[config.mk]
export PLATFORM = sky130hd
export DESIGN_NAME = fir_decim_fifo
export DESIGN_NICKNAME = d
export VERILOG_FILES = /design/src/rtl/fir_decim_fifo.sv
export SDC_FILE = /design/constraint.sdc
export NUM_CORES = 1
export LEC_CHECK = 0
export ABC_AREA = 0
export BUFFER_PORTS_ARGS = -buffer_cell sky130_fd_sc_hd__buf_2
export CORE_ASPECT_RATIO = 1.25
export CORE_MARGIN = 2
export CORE_UTILIZATION = 40
export CTS_BUF_LIST = sky130_fd_sc_hd__clkbuf_16
export DETAILED_ROUTE_END_ITERATION = 7
export GPL_TIMING_DRIVEN = 0
export PLACE_DENSITY = 0.65
export REMOVE_ABC_BUFFERS = 1
export SETUP_SLACK_MARGIN = 0.1
export SYNTH_ARGS = -nofsm -noshare
export SYNTH_HDL_FRONTEND = slang
export SYNTH_SLANG_ARGS = --single-unit
[constraint.sdc]
create_clock -name clk -period 9.35 [get_ports clk]
set_input_delay 1.87 -clock clk [delete_from_list [all_inputs] [get_ports clk]]
set_output_delay 1.87 -clock clk [all_outputs]
set_load 0.005 [all_outputs]
[src/rtl/fir_decim_fifo.sv]
// Decimate-by-2^M_LOG2 stage with a first-word-fall-through output FIFO and sticky overflow.
// Optional macro FIR_DECIM_AVG_EN: emit the group average instead of the last sample of each group.
module fir_decim_fifo #(
   parameter int N          = 16,
   parameter int M_LOG2     = 2,
   parameter int DEPTH_LOG2 = 3
) (
   input  logic                  clk,
   input  logic                  reset,
   input  logic                  inValid,
   input  logic [N-1:0]          dataIn,
   input  logic                  outReady,
   input  logic                  clrOvf,
   output logic                  outValid,
   output logic [N-1:0]          dataOut,
   output logic [DEPTH_LOG2:0]   level,
   output logic                  overflow
);

   localparam int M     = 1 << M_LOG2;
   localparam int DEPTH = 1 << DEPTH_LOG2;
   localparam int PH_W  = (M_LOG2 > 0) ? M_LOG2 : 1;
   localparam int LV_W  = DEPTH_LOG2 + 1;

   logic [PH_W-1:0]       r_phase;
   logic [N-1:0]          r_mem [DEPTH];
   logic [DEPTH_LOG2-1:0] r_wr_ptr;
   logic [DEPTH_LOG2-1:0] r_rd_ptr;
   logic [LV_W-1:0]       r_level;
   logic                  r_valid;
   logic                  r_ovf;

   logic                  w_last;
   logic                  w_produce;
   logic [N-1:0]          w_value;
   logic                  w_full;
   logic                  w_pop;
   logic                  w_push;
   logic                  w_drop;
   logic [LV_W-1:0]       w_level_nxt;

   // Group phase: only valid input cycles count.
   assign w_last    = (r_phase == PH_W'(M - 1));
   assign w_produce = inValid && w_last;

   always_ff @(posedge clk or posedge reset) begin
      if (reset) begin
         r_phase <= '0;
      end else if (inValid) begin
         r_phase <= w_last ? '0 : r_phase + PH_W'(1);
      end
   end

`ifdef FIR_DECIM_AVG_EN
   localparam int ACC_W = N + M_LOG2;

   logic [ACC_W-1:0] r_acc;
   logic [ACC_W-1:0] w_sum;

   function automatic logic [N-1:0] f_avg(input logic [ACC_W-1:0] sum);
      logic [ACC_W-1:0] shifted;
      shifted = sum >> M_LOG2;
      return shifted[N-1:0];
   endfunction

   // Phase 0 reloads with the new sample so consecutive groups need no idle cycle.
   assign w_sum   = (r_phase == '0) ? ACC_W'(dataIn) : r_acc + ACC_W'(dataIn);
   assign w_value = f_avg(w_sum);

   always_ff @(posedge clk or posedge reset) begin
      if (reset) begin
         r_acc <= '0;
      end else if (inValid) begin
         r_acc <= w_sum;
      end
   end
`else
   assign w_value = dataIn;
`endif

   // A full FIFO still accepts a sample when the head is popped in the same cycle.
   assign w_full = (r_level == LV_W'(DEPTH));
   assign w_pop  = r_valid && outReady;
   assign w_push = w_produce && (!w_full || w_pop);
   assign w_drop = w_produce && w_full && !w_pop;

   always_comb begin
      w_level_nxt = r_level;
      if (w_push && !w_pop) begin
         w_level_nxt = r_level + LV_W'(1);
      end else if (!w_push && w_pop) begin
         w_level_nxt = r_level - LV_W'(1);
      end
   end

   always_ff @(posedge clk) begin
      if (w_push) begin
         r_mem[r_wr_ptr] <= w_value;
      end
   end

   always_ff @(posedge clk or posedge reset) begin
      if (reset) begin
         r_wr_ptr <= '0;
         r_rd_ptr <= '0;
         r_level  <= '0;
         r_valid  <= 1'b0;
         r_ovf    <= 1'b0;
      end else begin
         if (w_push) begin
            r_wr_ptr <= r_wr_ptr + DEPTH_LOG2'(1);
         end
         if (w_pop) begin
            r_rd_ptr <= r_rd_ptr + DEPTH_LOG2'(1);
         end
         r_level <= w_level_nxt;
         r_valid <= (w_level_nxt != '0);
         // A drop in the same cycle as a clear keeps the flag set.
         if (w_drop) begin
            r_ovf <= 1'b1;
         end else if (clrOvf) begin
            r_ovf <= 1'b0;
         end
      end
   end

   assign outValid = r_valid;
   assign dataOut  = r_valid ? r_mem[r_rd_ptr] : '0;
   assign level    = r_level;
   assign overflow = r_ovf;

endmodule
* Word level (Yosys, flattened, before mapping)
Memory sizes are Yosys's and may differ from the RTL's.
Index checks and enable logic that the tools add are counted.
** Word-level totals
- Memory bits (writable) :: 128
- Output and inout port bits :: 22
- Memories kept :: 1
- Input port bits :: 21
- Word-level logic and storage cells :: 35
- Register bits after elaboration :: 14
** Operators by class
- Reductions and logical operators :: 13
- Equality and inequality tests :: 2
- Multiplexer cells :: 8
- Add/subtract/negate cells :: 5
** Memories
- r_mem :: words 8, width 16, read ports 1, clocked after memory_dff 0, write ports 1, line 26 : logic [N-1:0] r_mem [DEPTH];
** Operators by type and width (count)
- 2-to-1 mux 16 bit :: 1
- 2-to-1 mux 4 bit :: 2
- logical AND 1 bit :: 7
- adder 3 x 1 -> 3 bit (second input constant) :: 2
- adder 4 x 1 -> 4 bit (second input constant) :: 1
- == test 4 bit (second input constant) :: 1
- 2-to-1 mux 1 bit :: 4
- nonzero test 4 bit :: 1
- subtractor 4 x 1 -> 4 bit (second input constant) :: 1
- logical NOT 1 bit :: 3
- adder 2 x 1 -> 2 bit (second input constant) :: 1
- == test 2 bit (second input constant) :: 1
- 2-to-1 mux 2 bit :: 1
- nonzero test 2 bit :: 1
- logical OR 1 bit :: 1

* Depth between registers and ports, before layout
- Word-level depth :: 9
- Depth in mapped cells :: 8

* Worst setup path after synthesis
Ideal clock, no wire load.
- Path type :: input-to-reg
- From :: input outReady
- To :: memory r_mem[0][0], enable pin
- Cell stages on the path :: 5
- Arrival time :: 4.006 ns
- Setup slack :: 4.914 ns
- Buffers on the path :: 1
- Data required time :: 8.920 ns
- Path through :: and2_4 -> nor2_1 -> or2_1 -> clkbuf_1 -> nor4_1
** On the way
- Cells in the longest elaborated chain, start to end :: 5
** Ends and longest elaborated chain
- from (decl) :: line 12 : input logic outReady,
- logical AND 1 bit :: line 83 : assign w_pop = r_valid && outReady;
- logical OR 1 bit :: line 84 : assign w_push = w_produce && (!w_full || w_pop);
- logical AND 1 bit :: line 84
- 2-to-1 mux 1 bit :: line 97 : if (w_push) begin
- 2-to-1 mux 1 bit (implied by the code) :: line 98 : r_mem[r_wr_ptr] <= w_value;
- to (decl) :: line 26
No other way between the ends.

* Worst setup path after layout
- From :: register r_rd_ptr[0]
- To :: output dataOut[7]
** On the way
- Cells in the longest elaborated chain, start to end :: 2
** Ends and longest elaborated chain
- from (decl) :: line 28 : logic [DEPTH_LOG2-1:0] r_rd_ptr;
- from (signal assigned) :: line 114 : r_rd_ptr <= r_rd_ptr + DEPTH_LOG2'(1);
- memory (8 x 16 bit)
- 2-to-1 mux 16 bit :: line 128 : assign dataOut = r_valid ? r_mem[r_rd_ptr] : '0;
- to (decl) :: line 15 : output logic [N-1:0] dataOut,
No other way between the ends.

==> summary.txt <==
Timing
  – Final hold vios: 0
  – Setup repair after global routing missed its margin: no
  – Timing-limited maximum frequency: 239 MHz
  – Setup Total Neg Slack: 0 ns
  – Count of pins over their slew limit: 0
  – Worst slew pin tran: 1.21 ns
  – Crit path time final: 4.19 ns
  – Share of the clock period used by the worst path: 44.8%
  – Setup-failing EPs final: 0
  – Worst slew margin relative to its limit: 19.6%
  – Setup clock skew after layout: 0.00982 ns

Global routing
  – Antenna violations before repair: 0
  – Gr usage total: 14.7%
  – First-pass GRT wire length: 16300 um
  – Gr ovfl total: 0
  – Maximum number of pins on one net before global-route repair: 35
  – Via count of the first global-routing pass: 2919

Layout
  – Share of cells above drive strength 1: 38.5%
  – Finished Core Util: 49.7%
  – Highest-count cells in the layout ignoring fill and taps: edfxtp_1 (128), buf_2 (42), mux4_2 (32)
  – Net total in the final layout: 366
  – Leading cell type in the layout, fill and taps excluded: edfxtp_1
  – Area growth syn-to-layout: 21.3%
  – Antenna diodes: 0
  – Filler cell count in the final layout: 1161
  – Area of the multi-input gates: 0.00144 mm^2
  – Area taken by flip-flops and latches: 0.00420 mm^2

Logic synthesis
  – Number of flops mapped to enable cells by yosys: 128
  – Share of synthesized registers carrying an async set or reset: 9.86%
  – Adder-cell area share of the yosys netlist: 1.10%
  – Most used flip-flop cell after synthesis: edfxtp_1
  – Largest cells by area after synthesis: edfxtp_1 (68%), mux4_2 (13%), dfrtp_1 (6.2%), mux2i_1 (3.2%), nor2b_1 (1.8%)
  – Cell taking the most area after synthesis: edfxtp_1
  – Synthesized flop and latch total: 142
  – Xor-xnor portion of the synthesized cell area: 0.928%
  – Synth Cell Area: 0.00566 mm^2
  – Library cells used by synthesis: 34
  – Share of Yosys cell area claimed by the top area cell type: 67.9%
  – Post-Synth Simple-Gate Area: 4.75%
  – Area fraction in compound gates after synthesis: 1.66%
  – Combinational family with the most area after synthesis: multiplexers
  – Syn Inst Count: 278
  – Multiplexer share of the synthesized area: 16.3%
  – Mean instance size in the synthesized netlist: 20.4 um^2
  – Yosys warning total: 0
  – Sequential fraction of the synthesis area: 74.1%

Floorplanning
  – Starting density of the core: 41.0%
  – Site Rows: 48
  – Total core area: 0.0138 mm^2
  – I/O pin count: 43
  – Full die area: 0.0151 mm^2
  – Die outline width: 110 um
  – Die span in y: 137 um

Clock network
  – Number of hold buffers added after cts: 0
  – CTS clock-pin slew for the worst setup and hold paths: 0.06 ns
  – Total number of H-tree levels: 4
  – Max clock buf depth: 2
  – Number of gates resized after cts: 0
  – Clock latency at the later pin of the worst-skew pair: 0.41 ns
  – TritonCTS Sinks: 142
  – Clk root buf: clkbuf_16
  – TritonCTS clock tree: done
  – Number of setup buffers added after CTS: 0
  – Clock buffers created by TritonCTS: 17

Detailed routing
  – Detailed-route DRC error count: 0
  – Number of vias in the routed layout: 2750
  – Final antenna-violating net count: 0
  – Drt total wl: 10400 um
  – Post-DR vias/cell: 5.21
  – Post-detailed-route wirelength per cell: 19.7 um
  – Met3 Routed Length: 387 um
  – Total iterations of the first detailed-routing run: 6
  – Detailed router's first-iteration violation count: 156
  – Met2 wire length: 5310 um
  – Met1 Routed Length: 4600 um
  – Max layer used: met4

Critical path
  – Worst endpoint required time: 7.48 ns
  – Path type of the worst setup path: flop to output pin
  – Biggest fanout along the worst timing path: 20
  – Worst reg2reg path depth: 6
  – Launching element type of the critical path: flop
  – Internal reg-to-reg setup slack: 6.41 ns
  – Arrival time of the worst setup path: 2.32 ns
  – Endpoint type of the worst setup path: output pin

Hold path
  – Count of cells along the worst hold path: 1
  – Tightest Hold Check Type: flop to flop

Power and ir drop
  – Leakage: 2.38 nW
  – Peak VDD IR: 191 uV
  – Power density over cell area: 295 mW/mm^2

Place
  – # port buffers: 42
  – Final HPWL DP: 6470 um
  – Last weighted congestion value of the routability-driven placer: 0.676

Job
  – Number of violations of the max-capacitance limit: 0

Run status
  – Result of the run: complete, no violations
## stage by stage
stage / area (um^2) / worst slack [ns] / std cells / total power (W) / hold slack, ns
final: 6870 / 5.16 / 528 / 0.00203 / 0.486
after global routing: 6870 / 4.96 / 528 / 0.00213 / 0.511
after CTS: 6870 / 5.06 / 528 / 0.00206 / 0.489
after detailed placement: 6250 / 5.41 / 496 / 0.00136 / 0.481
after global placement: 6040 / 3.21 / 483 / 0.00133 / 0.466
after floorplan: 5610 / 4.98 / 266 / 0.00116 / 0.457
## synth_stat cells, types with 2 or more instances
master,instances
edfxtp_1,128
mux4_2,32
mux2i_1,18
nor2b_1,16
dfrtp_1,14
nand2_1,9
clkbuf_1,7
xnor2_1,6
buf_2,5
ha_1,5
nor2_1,5
nor3_1,5
inv_1,4
a21oi_1,2
mux2_2,2
nand2b_1,2
## flip-flops by register name (all words and copies together) (netlist names)
register  count
outValid      1
overflow      1
r_mem       128
r_phase       2
level         4
r_wr_ptr      3
r_rd_ptr      3
## final timing paths
path | from | endpoint
max reg2reg | outValid | r_mem[0][13]
max | r_rd_ptr[0] | dataOut[7]
min reg2reg | r_phase[0] | r_phase[0]
min | r_phase[0] | r_phase[0]
max in group asynchronous | reset | r_rd_ptr[0]
min in group asynchronous | reset | level[1]
## cell type report
class | instances | area share (%)
clock buffer | 17 | 6.19
clock inverter | 15 | 2.84
inverter | 4 | 0.219
multi-input combinational | 120 | 20.9
sequential | 142 | 61.1
tap | 175 | 3.19
timing repair buffer | 55 | 5.56
## metal layers
metal	up-vias	global-route usage, %
li1	1247	-
met3	9	4.43
met4	0	5.90
met1	1440	18.7
met2	54	24.0
met5	-	0
## cell families (layout without fill, tap and decap cells)
group / Yosys count / count (layout)
buffers and inverters: 16 / 91
xor gates and xnor gates: 6 / 6
DFF: 142 / 142
AOI/OAI and AO/OA: 10 / 10
adders and majority gates: 5 / 5
muxes: 52 / 52
and+or+nand+nor: 47 / 47
## power by group
group	switching, W	leakage [nW]	internal [W]	total [W]
logic	0.000188	0.775	0.000282	0.000471
clock network	0.000251	0.293	0.000445	0.000696
registers	0.000115	1.32	0.000745	0.000861
## critical path: stages, from the launching register on
cell and delay (ns):
dfrtp_2 0.69, buf_12 0.28, mux4_2 0.52, mux2i_1 0.21, nor2b_1 0.07, buf_2 0.13
Power figures use the tool's default switching activity.
